<file path="config.mk">
export PLATFORM = sky130hd
export DESIGN_NAME = hex_scan_display
export DESIGN_NICKNAME = d
export VERILOG_FILES = /design/src/rtl/hex_scan_display.sv
export SDC_FILE = /design/constraint.sdc
export NUM_CORES = 1
export LEC_CHECK = 0
export BUFFER_PORTS_ARGS = -buffer_cell sky130_fd_sc_hd__buf_2
export CAP_MARGIN = 5
export CORE_UTILIZATION = 58
export DETAILED_ROUTE_END_ITERATION = 12
export PLACE_DENSITY = 0.86
export SETUP_SLACK_MARGIN = 0.02
export SYNTH_ARGS = -nofsm -noshare
export SYNTH_HDL_FRONTEND = slang
export SYNTH_SLANG_ARGS = --single-unit
</file>
<file path="constraint.sdc">
create_clock -name clk -period 2.8 [get_ports clk]
set_clock_uncertainty 0.15 [all_clocks]
set_input_delay 0.42 -clock clk [delete_from_list [all_inputs] [get_ports clk]]
set_output_delay 0.42 -clock clk [all_outputs]
set_load 0.02 [all_outputs]
</file>
<file path="src/rtl/hex_scan_display.sv">
// hex_scan_display: multiplexed common-anode hex display driver with per-frame snapshot,
// anti-ghost dead time, PWM brightness and leading-zero blanking.
module hex_scan_display #(
    parameter int DIGITS   = 2,
    parameter int SCAN_DIV = 50000,
    parameter int DEAD     = 64,
    parameter int BRIGHT_W = 4
) (
    input  logic                  clk,
    input  logic                  rst,
    input  logic [4*DIGITS-1:0]   data_in,
    input  logic [DIGITS-1:0]     dp_in,
    input  logic                  blank_lz,
    input  logic [BRIGHT_W-1:0]   bright,
    output logic [6:0]            seg,
    output logic                  dp,
    output logic [DIGITS-1:0]     an,
    output logic                  frame_tick
);
    localparam int DW = DIGITS > 1 ? $clog2(DIGITS) : 1;
    localparam int SW = $clog2(SCAN_DIV);

    typedef enum logic {BLANK, DRIVE} state_t;

    state_t              state;
    logic [SW-1:0]       slot_cnt, slot_nx;
    logic [DW-1:0]       dig_idx;
    logic [BRIGHT_W-1:0] pwm_cnt;
    logic [4*DIGITS-1:0] sh_data;
    logic [DIGITS-1:0]   sh_dp, lz;
    logic                sh_blz, init, wrap, frame_end, lit, dark;
    logic [3:0]          nib;
    logic [6:0]          hex;

    // lz[k]: nibbles k..DIGITS-1 of the snapshot are all zero
    for (genvar k = 0; k < DIGITS; k++) begin : g_lz
        assign lz[k] = ~|sh_data[4*DIGITS-1:4*k];
    end

    always_comb begin
        wrap      = slot_cnt == SW'(SCAN_DIV - 1);
        frame_end = wrap && dig_idx == DW'(DIGITS - 1);
        slot_nx   = wrap ? '0 : slot_cnt + 1'b1;
        nib       = sh_data[4*dig_idx +: 4];
        lit       = bright == '1 || pwm_cnt < bright;
        dark      = sh_blz && lz[dig_idx] && dig_idx != '0;
    end

    always_comb begin
        case (nib)
            4'h0: hex = 7'h3F;
            4'h1: hex = 7'h06;
            4'h2: hex = 7'h5B;
            4'h3: hex = 7'h4F;
            4'h4: hex = 7'h66;
            4'h5: hex = 7'h6D;
            4'h6: hex = 7'h7D;
            4'h7: hex = 7'h07;
            4'h8: hex = 7'h7F;
            4'h9: hex = 7'h6F;
            4'hA: hex = 7'h77;
            4'hB: hex = 7'h7C;
            4'hC: hex = 7'h39;
            4'hD: hex = 7'h5E;
            4'hE: hex = 7'h79;
            default: hex = 7'h71;
        endcase
    end

    // init holds the counters for one clk after reset so the first snapshot lands on a frame start
    always_ff @(posedge clk or negedge rst) begin
        if (!rst) begin
            state      <= BLANK;
            slot_cnt   <= '0;
            dig_idx    <= '0;
            pwm_cnt    <= '0;
            sh_data    <= '0;
            sh_dp      <= '0;
            sh_blz     <= 1'b0;
            init       <= 1'b1;
            frame_tick <= 1'b0;
            seg        <= 7'h7F;
            dp         <= 1'b1;
            an         <= '1;
        end else begin
            pwm_cnt    <= pwm_cnt + 1'b1;
            init       <= 1'b0;
            frame_tick <= init || frame_end;
            if (init || frame_end) begin
                sh_data <= data_in;
                sh_dp   <= dp_in;
                sh_blz  <= blank_lz;
            end
            if (!init) begin
                slot_cnt <= slot_nx;
                state    <= slot_nx >= SW'(DEAD) ? DRIVE : BLANK;
                if (wrap) dig_idx <= frame_end ? '0 : dig_idx + 1'b1;
            end
            an  <= state == DRIVE && lit ? ~(DIGITS'(1) << dig_idx) : '1;
            seg <= state == DRIVE && !dark ? ~hex : 7'h7F;
            dp  <= !(state == DRIVE && !dark && sh_dp[dig_idx]);
        end
    end
endmodule

</file>
==> run_results.csv, run 1 <==
group,metric,value,unit
route,drt-total-wl,4557,um
min_path,min_path_type,"input pin to asynchronous set/reset pin",
timing,post-route-period-util,85.86,%
route,wl_per_cell,14.89,um
synth,yosysSeqAreaShare,45.39,%
clocking,cts.sinks,45,
clocking,cts_setup_buffers,0,
synth,synth_edf_count,0,
synth,synth.area.mux_share,11.81,%
grt,grt_max_degree,46,
timing,tns,0,ns
grt,antenna_found_initial,0,
timing,postLayoutSetupSlackWorst,0.3959,ns
setup_path,rr_worst_depth,6,
timing,max_slew_margin,37.04,%
floorplan,die_width,67.80,um
clocking,cts.clk_slew.worst_paths,0.08,ns
grt,grt_pass1_wl,7659,um
setup_path,cp-end-kind,"register",
clocking,postCtsHoldBufs,0,
floorplan,start_util,61.45,%
finish,syn_to_final_growth,10.46,%
setup_path,worstPathCellList,"ha_1, nand3_1, nor4_1, xor2_1, a2111oi_2, o22ai_2",
route,viasPerCell,5.833,
pwr,intPower,1.130,mW
pwr,pwr-share-comb,17.5,%
route,vias,1785,
synth,syn_area,2511,um^2
synth,async_flop_share,100.0,%
pwr,power_frac_seq,51.7,%
setup_path,crit_slowest_cell,"nor4_1",
finish,layout_commonest_cell,"dfrtp_1",
timing,drv_slew,0,
pwr,irDropWorstVdd,405.5,uV
grt,grt_use_total,22.69,%
setup_path,critical_path_class,"register to register",
clocking,cts_buffers,5,
synth,synth-compound-area-share,13.45,%
synth,synth_top_family_by_area,"simple AND/OR/NAND/NOR gates",
pwr,p_sw_share,27.93,%
finish,utilization,67.88,%
finish,nNetsFinal,284,
run,max-cap-violations,0,
timing,worst_hold_slack,0.1106,ns
grt,grt_overflow,0,
placed_design,dp_worst_setup_slack,0.4268,ns
pwr,cellPowerDensity,565.0,nW/um^2
route,drcViolationCount,0,
finish,final_cell_mix,"dfrtp_1 (34), buf_2 (27), nand2_1 (15)",
pwr,p_leak,1.215,nW
synth,ys_seq_elements,45,
finish,drive_above_1_share,28.91,%
clocking,cts_buffer_depth,2,
setup_path,critPathMaxFanout,7,
clocking,htreeDepth,2,
placed_design,io_buffers,27,
floorplan,dieHeight,67.80,um
clocking,cts-root-buf,"clkbuf_8",
setup_path,cp.required,2.83,ns
timing,min_period,2.404,ns
timing,fmax,0.4160,GHz
synth,synth_ff_type,"dfrtp_1",
setup_path,max_stage_delay,0.58,ns
floorplan,die_area,4597,um^2
timing,finalSetupViolations,0,
timing,grt_setup_unrepaired,"false",
synth,syn_nets,256,
timing,finalHoldViolCount,0,
setup_path,start_kind,"register",
placed_design,place.gp.congestion,0.9421,
synth,yosys.area_share.adder,5.979,%
floorplan,coreArea,4086,um^2
clocking,cts_resized,0,
synth,yosys.area_share.xor_xnor,4.534,%
placed_design,dp_hpwl,3240,um
setup_path,crit_arrival,2.43,ns
route,drtPass1Iterations,4,
clocking,insertion_delay,0.30,ns
status,outcome,"completed",
finish,antenna_cells,0,
timing,tightest_slew,0.9444,ns
floorplan,placementRows,23,
route,antenna_left,0,
route,drt_iter0_markers,114,
synth,synthSimpleGateAreaFrac,14.15,%
synth,synth.distinct_cells,50,
synth,synth_area_per_cell,11.06,um^2
pwr,switchingPower,437.8,uW
pwr,p_total,1.567,mW
finish,fill_cells,302,
synth,yosysWarnings,0,
synth,yosysTopAreaCellShare,33.88,%
synth,synthCells,227,
synth,synth.largest_area_cell,"dfrtp_1",
floorplan,pin_count,28,
clocking,cts_tree,"built",
pwr,clkPwrFrac,30.7,%
synth,synth_area_leaders,"dfrtp_1 (34%), dfstp_2 (12%), ha_1 (6.0%)",
grt,grt_pass1_vias,1630,
[cell type report]
| class | instances | area, um^2 | share of cell area [%] |
|---|---|---|---|
| timing repair buffer | 29 | 150.1 | 5.413 |
| clock buffer | 6 | 72.57 | 2.616 |
| inverter | 14 | 52.55 | 1.894 |
| clock inverter | 2 | 38.79 | 1.398 |
| sequential | 45 | 1140 | 41.09 |
| multi-input combinational | 160 | 1257 | 45.33 |
| tap | 50 | 62.56 | 2.255 |
[Yosys cell counts (4+ instances only)]
master and count:
a21oi_1 10, dfrtp_1 34, dfstp_2 11, ha_1 12, inv_1 14, mux2_2 7, mux2_4 9, mux2i_1 6
nand2_1 15, nand3_1 8, nand4_1 4, nor2_1 9, nor4_1 5, o21ai_0 13, o221ai_1 5, or3_1 4
xnor2_1 7, xor2_1 6
[state kept, by name, indices dropped and copies added (netlist names)]
name and flops:
dp 1, slot_cnt 16, an 2, frame_tick 1
sh_data 8, dig_idx 1, sh_blz 1, pwm_cnt 4
sh_dp 2, state 1, init 1, seg 7
[metrics by stage]
stage / cells / cell area (um^2)
4_1_cts: 306 / 2774
2_1_floorplan: 227 / 2511
3_5_place_dp: 298 / 2663
3_3_place_gp: 298 / 2663
6_report: 306 / 2774
5_1_grt: 306 / 2774
[worst max-delay path: cells and delay by family (launching register included)]
| kind | cells | cell delay [ns] |
|---|---|---|
| flops | 1 | 0.43 |
| compound gates | 2 | 0.54 |
| simple gates | 2 | 0.81 |
| fa+ha+maj | 1 | 0.21 |
| xor+xnor | 1 | 0.15 |
[metal layers]
metal  up-vias  track usage, %  wire, um
li1        878               -         -
met1       860           31.32      2172
met2        39           33.91      2115
met3         8           5.743       186
met4         0           9.115        81
met5         -               0         0
[worst paths after layout]
| check | startpoint | endpoint | slack, ns |
|---|---|---|---|
| max in group asynchronous | rst | sh_data[0] | 1.81 |
| worst min-delay path | rst | slot_cnt[1] | 0.11 |
| min in group clk | data_in[3] | sh_data[3] | 0.19 |
| worst max-delay path | slot_cnt[0] | state | 0.40 |
| worst max register to register | slot_cnt[0] | state | 0.40 |
| worst min register to register | pwm_cnt[3] | pwm_cnt[3] | 0.33 |
[power by group through the flow]
stage | clock (mW) | combinational (mW) | sequential (mW)
2_1_floorplan | 0 | 0.184 | 0.825
3_3_place_gp | 0 | 0.268 | 0.816
3_5_place_dp | 0 | 0.276 | 0.821
4_1_cts | 0.497 | 0.277 | 0.809
5_1_grt | 0.516 | 0.309 | 0.825
6_report | 0.482 | 0.275 | 0.811
[logic make-up (layout without fill, tap and decap cells)]
kind of cell,count (synthesis),after routing
mux,23,23
other cells,1,1
simple gates,63,63
compound gates,48,48
fa+ha+maj,12,12
buf+inv,22,51
xor+xnor,13,13
flops,45,45
No activity file was read; power rests on OpenSTA's default activity.
==> run 2, diff against run 1 <==
- PLACE_DENSITY: 0.86 -> 0.79
==> run_results.csv, run 2 (same netlist as run 1, synthesis figures left out) <==
group,metric,value,unit
placed_design,place_inst,300,
setup_path,r2r-start,"slot_cnt[0]",
setup_path,rr_worst_depth,6,
floorplan,pin_count,28,
floorplan,start_util,61.45,%
finish,utilization,67.82,%
placed_design,dp_worst_setup_slack,0.5116,ns
route,antenna_left,0,
grt,grt_use_total,23.18,%
finish,drive_above_1_share,29.84,%
floorplan,coreArea,4086,um^2
route,drt-total-wl,4719,um
finish,antenna_cells,0,
timing,finalSetupViolations,0,
timing,tns,0,ns
placed_design,io_buffers,27,
setup_path,rrSetupSlack,0.49,ns
pwr,irDropWorstVdd,327.5,uV
finish,top_register,"slot_cnt",
finish,nNetsFinal,286,
finish,final_cell_mix,"dfrtp_1 (34), buf_2 (27), nand2_1 (15)",
setup_path,crit_arrival,2.34,ns
pwr,switchingPower,466.1,uW
pwr,pwr-share-comb,18.7,%
setup_path,start_kind,"register",
pwr,p_sw_share,30.87,%
placed_design,dp_hpwl,3371,um
clocking,postCtsHoldBufs,0,
floorplan,die_width,67.80,um
finish,reg_top3,"slot_cnt x16, sh_data x8, seg x7",
placed_design,place.gp.congestion,0.8954,
clocking,cts_tree,"built",
setup_path,cp-end-kind,"register",
clocking,cts_setup_buffers,0,
grt,grt_pass1_wl,7824,um
grt,antenna_found_initial,0,
clocking,htreeDepth,2,
timing,drv_slew,0,
min_path,min_path_type,"input pin to asynchronous set/reset pin",
timing,min_period,2.305,ns
clocking,cts-root-buf,"clkbuf_8",
pwr,p_leak,1.213,nW
route,vias,1786,
pwr,cellPowerDensity,544.8,nW/um^2
grt,grt_overflow,0,
floorplan,dieHeight,67.80,um
pwr,clkPwrFrac,27.7,%
run,max-cap-violations,0,
setup_path,critPathMaxFanout,6,
grt,grt_pass1_vias,1701,
timing,tightest_slew,0.9089,ns
timing,postLayoutSetupSlackWorst,0.4947,ns
floorplan,die_area,4597,um^2
setup_path,critical_path_class,"register to register",
route,drtPass1Iterations,4,
setup_path,cp.required,2.83,ns
finish,layout_commonest_cell,"dfrtp_1",
status,outcome,"completed",
grt,grt_max_degree,43,
timing,fmax,0.4338,GHz
timing,max_slew_margin,39.40,%
finish,largest_reg_flops,16,
clocking,cts_resized,0,
route,viasPerCell,5.799,
setup_path,r2r_end,"state",
finish,final-instance-count-excl-fill,308,
clocking,cts_buffers,5,
finish,syn_to_final_growth,10.36,%
clocking,cts.sinks,45,
route,wl_per_cell,15.32,um
finish,final_cell_area,2771,um^2
floorplan,placementRows,23,
pwr,power_frac_seq,53.6,%
route,drcViolationCount,0,
timing,post-route-period-util,82.33,%
placed_design,placed_area,2678,um^2
pwr,intPower,1.044,mW
route,drt_iter0_markers,101,
timing,finalHoldViolCount,0,
clocking,cts.clk_slew.worst_paths,0.09,ns
timing,grt_setup_unrepaired,"false",
clocking,cts_buffer_depth,2,
clocking,insertion_delay,0.30,ns
run 2: cell count changes in the layout (fill, tap and decap cells not counted):
cell        previous run  this run
buf_4                  2         4
bufinv_16              1         0
clkbuf_1               1         0
clkinvlp_4             0         1
inv_6                  0         1
run 2: critical path, stage by stage, from the launching register on:
cell and delay [ns]:
dfrtp_1 0.43, ha_1 0.21, nand3_1 0.21, nor4_1 0.53
xor2_1 0.15, a2111oi_2 0.39, o22ai_2 0.12
run 2: routing by layer:
metal / GRT usage (%) / up-vias / part of all wire (%)
met5: 0 / - / 0
met4: 9.896 / 0 / 1.1
met3: 4.223 / 4 / 5.1
met2: 35.02 / 53 / 45
met1: 32.44 / 853 / 48
li1: - / 876 / -
run 2: through the flow:
stage | power (mW) | hold slack (ns)
4_1_cts | 1.519 | 0.1245
2_1_floorplan | 1.009 | -0.02559
3_5_place_dp | 1.103 | 0.3163
3_3_place_gp | 1.090 | 0.3176
5_1_grt | 1.588 | 0.1771
6_report | 1.510 | 0.09120
run 2: worst max-delay path by stage:
stage / start / end / slack (ns)
floorplan: slot_cnt[0] / state / 0.71
global placement: slot_cnt[0] / state / 0.58
detailed placement: slot_cnt[0] / state / 0.51
CTS: slot_cnt[0] / state / 0.49
global route: slot_cnt[0] / state / 0.29
finish: slot_cnt[0] / state / 0.49
run 2: final cells by class:
class	count	area, um^2
Clock inverter	3	25.02
Clock buffer	5	68.82
Multi-Input combinational cell	160	1257
Sequential cell	45	1140
Inverter	14	52.55
Fill cell	309	1315
Tap cell	50	62.56
Timing Repair Buffer	31	165.2
run 2: power by group through the flow:
stage	combinational (mW)	sequential, mW	clock (mW)
3_3_place_gp	0.274	0.816	0
6_report	0.282	0.810	0.418
3_5_place_dp	0.283	0.820	0
4_1_cts	0.284	0.808	0.426
5_1_grt	0.317	0.822	0.450
2_1_floorplan	0.184	0.825	0
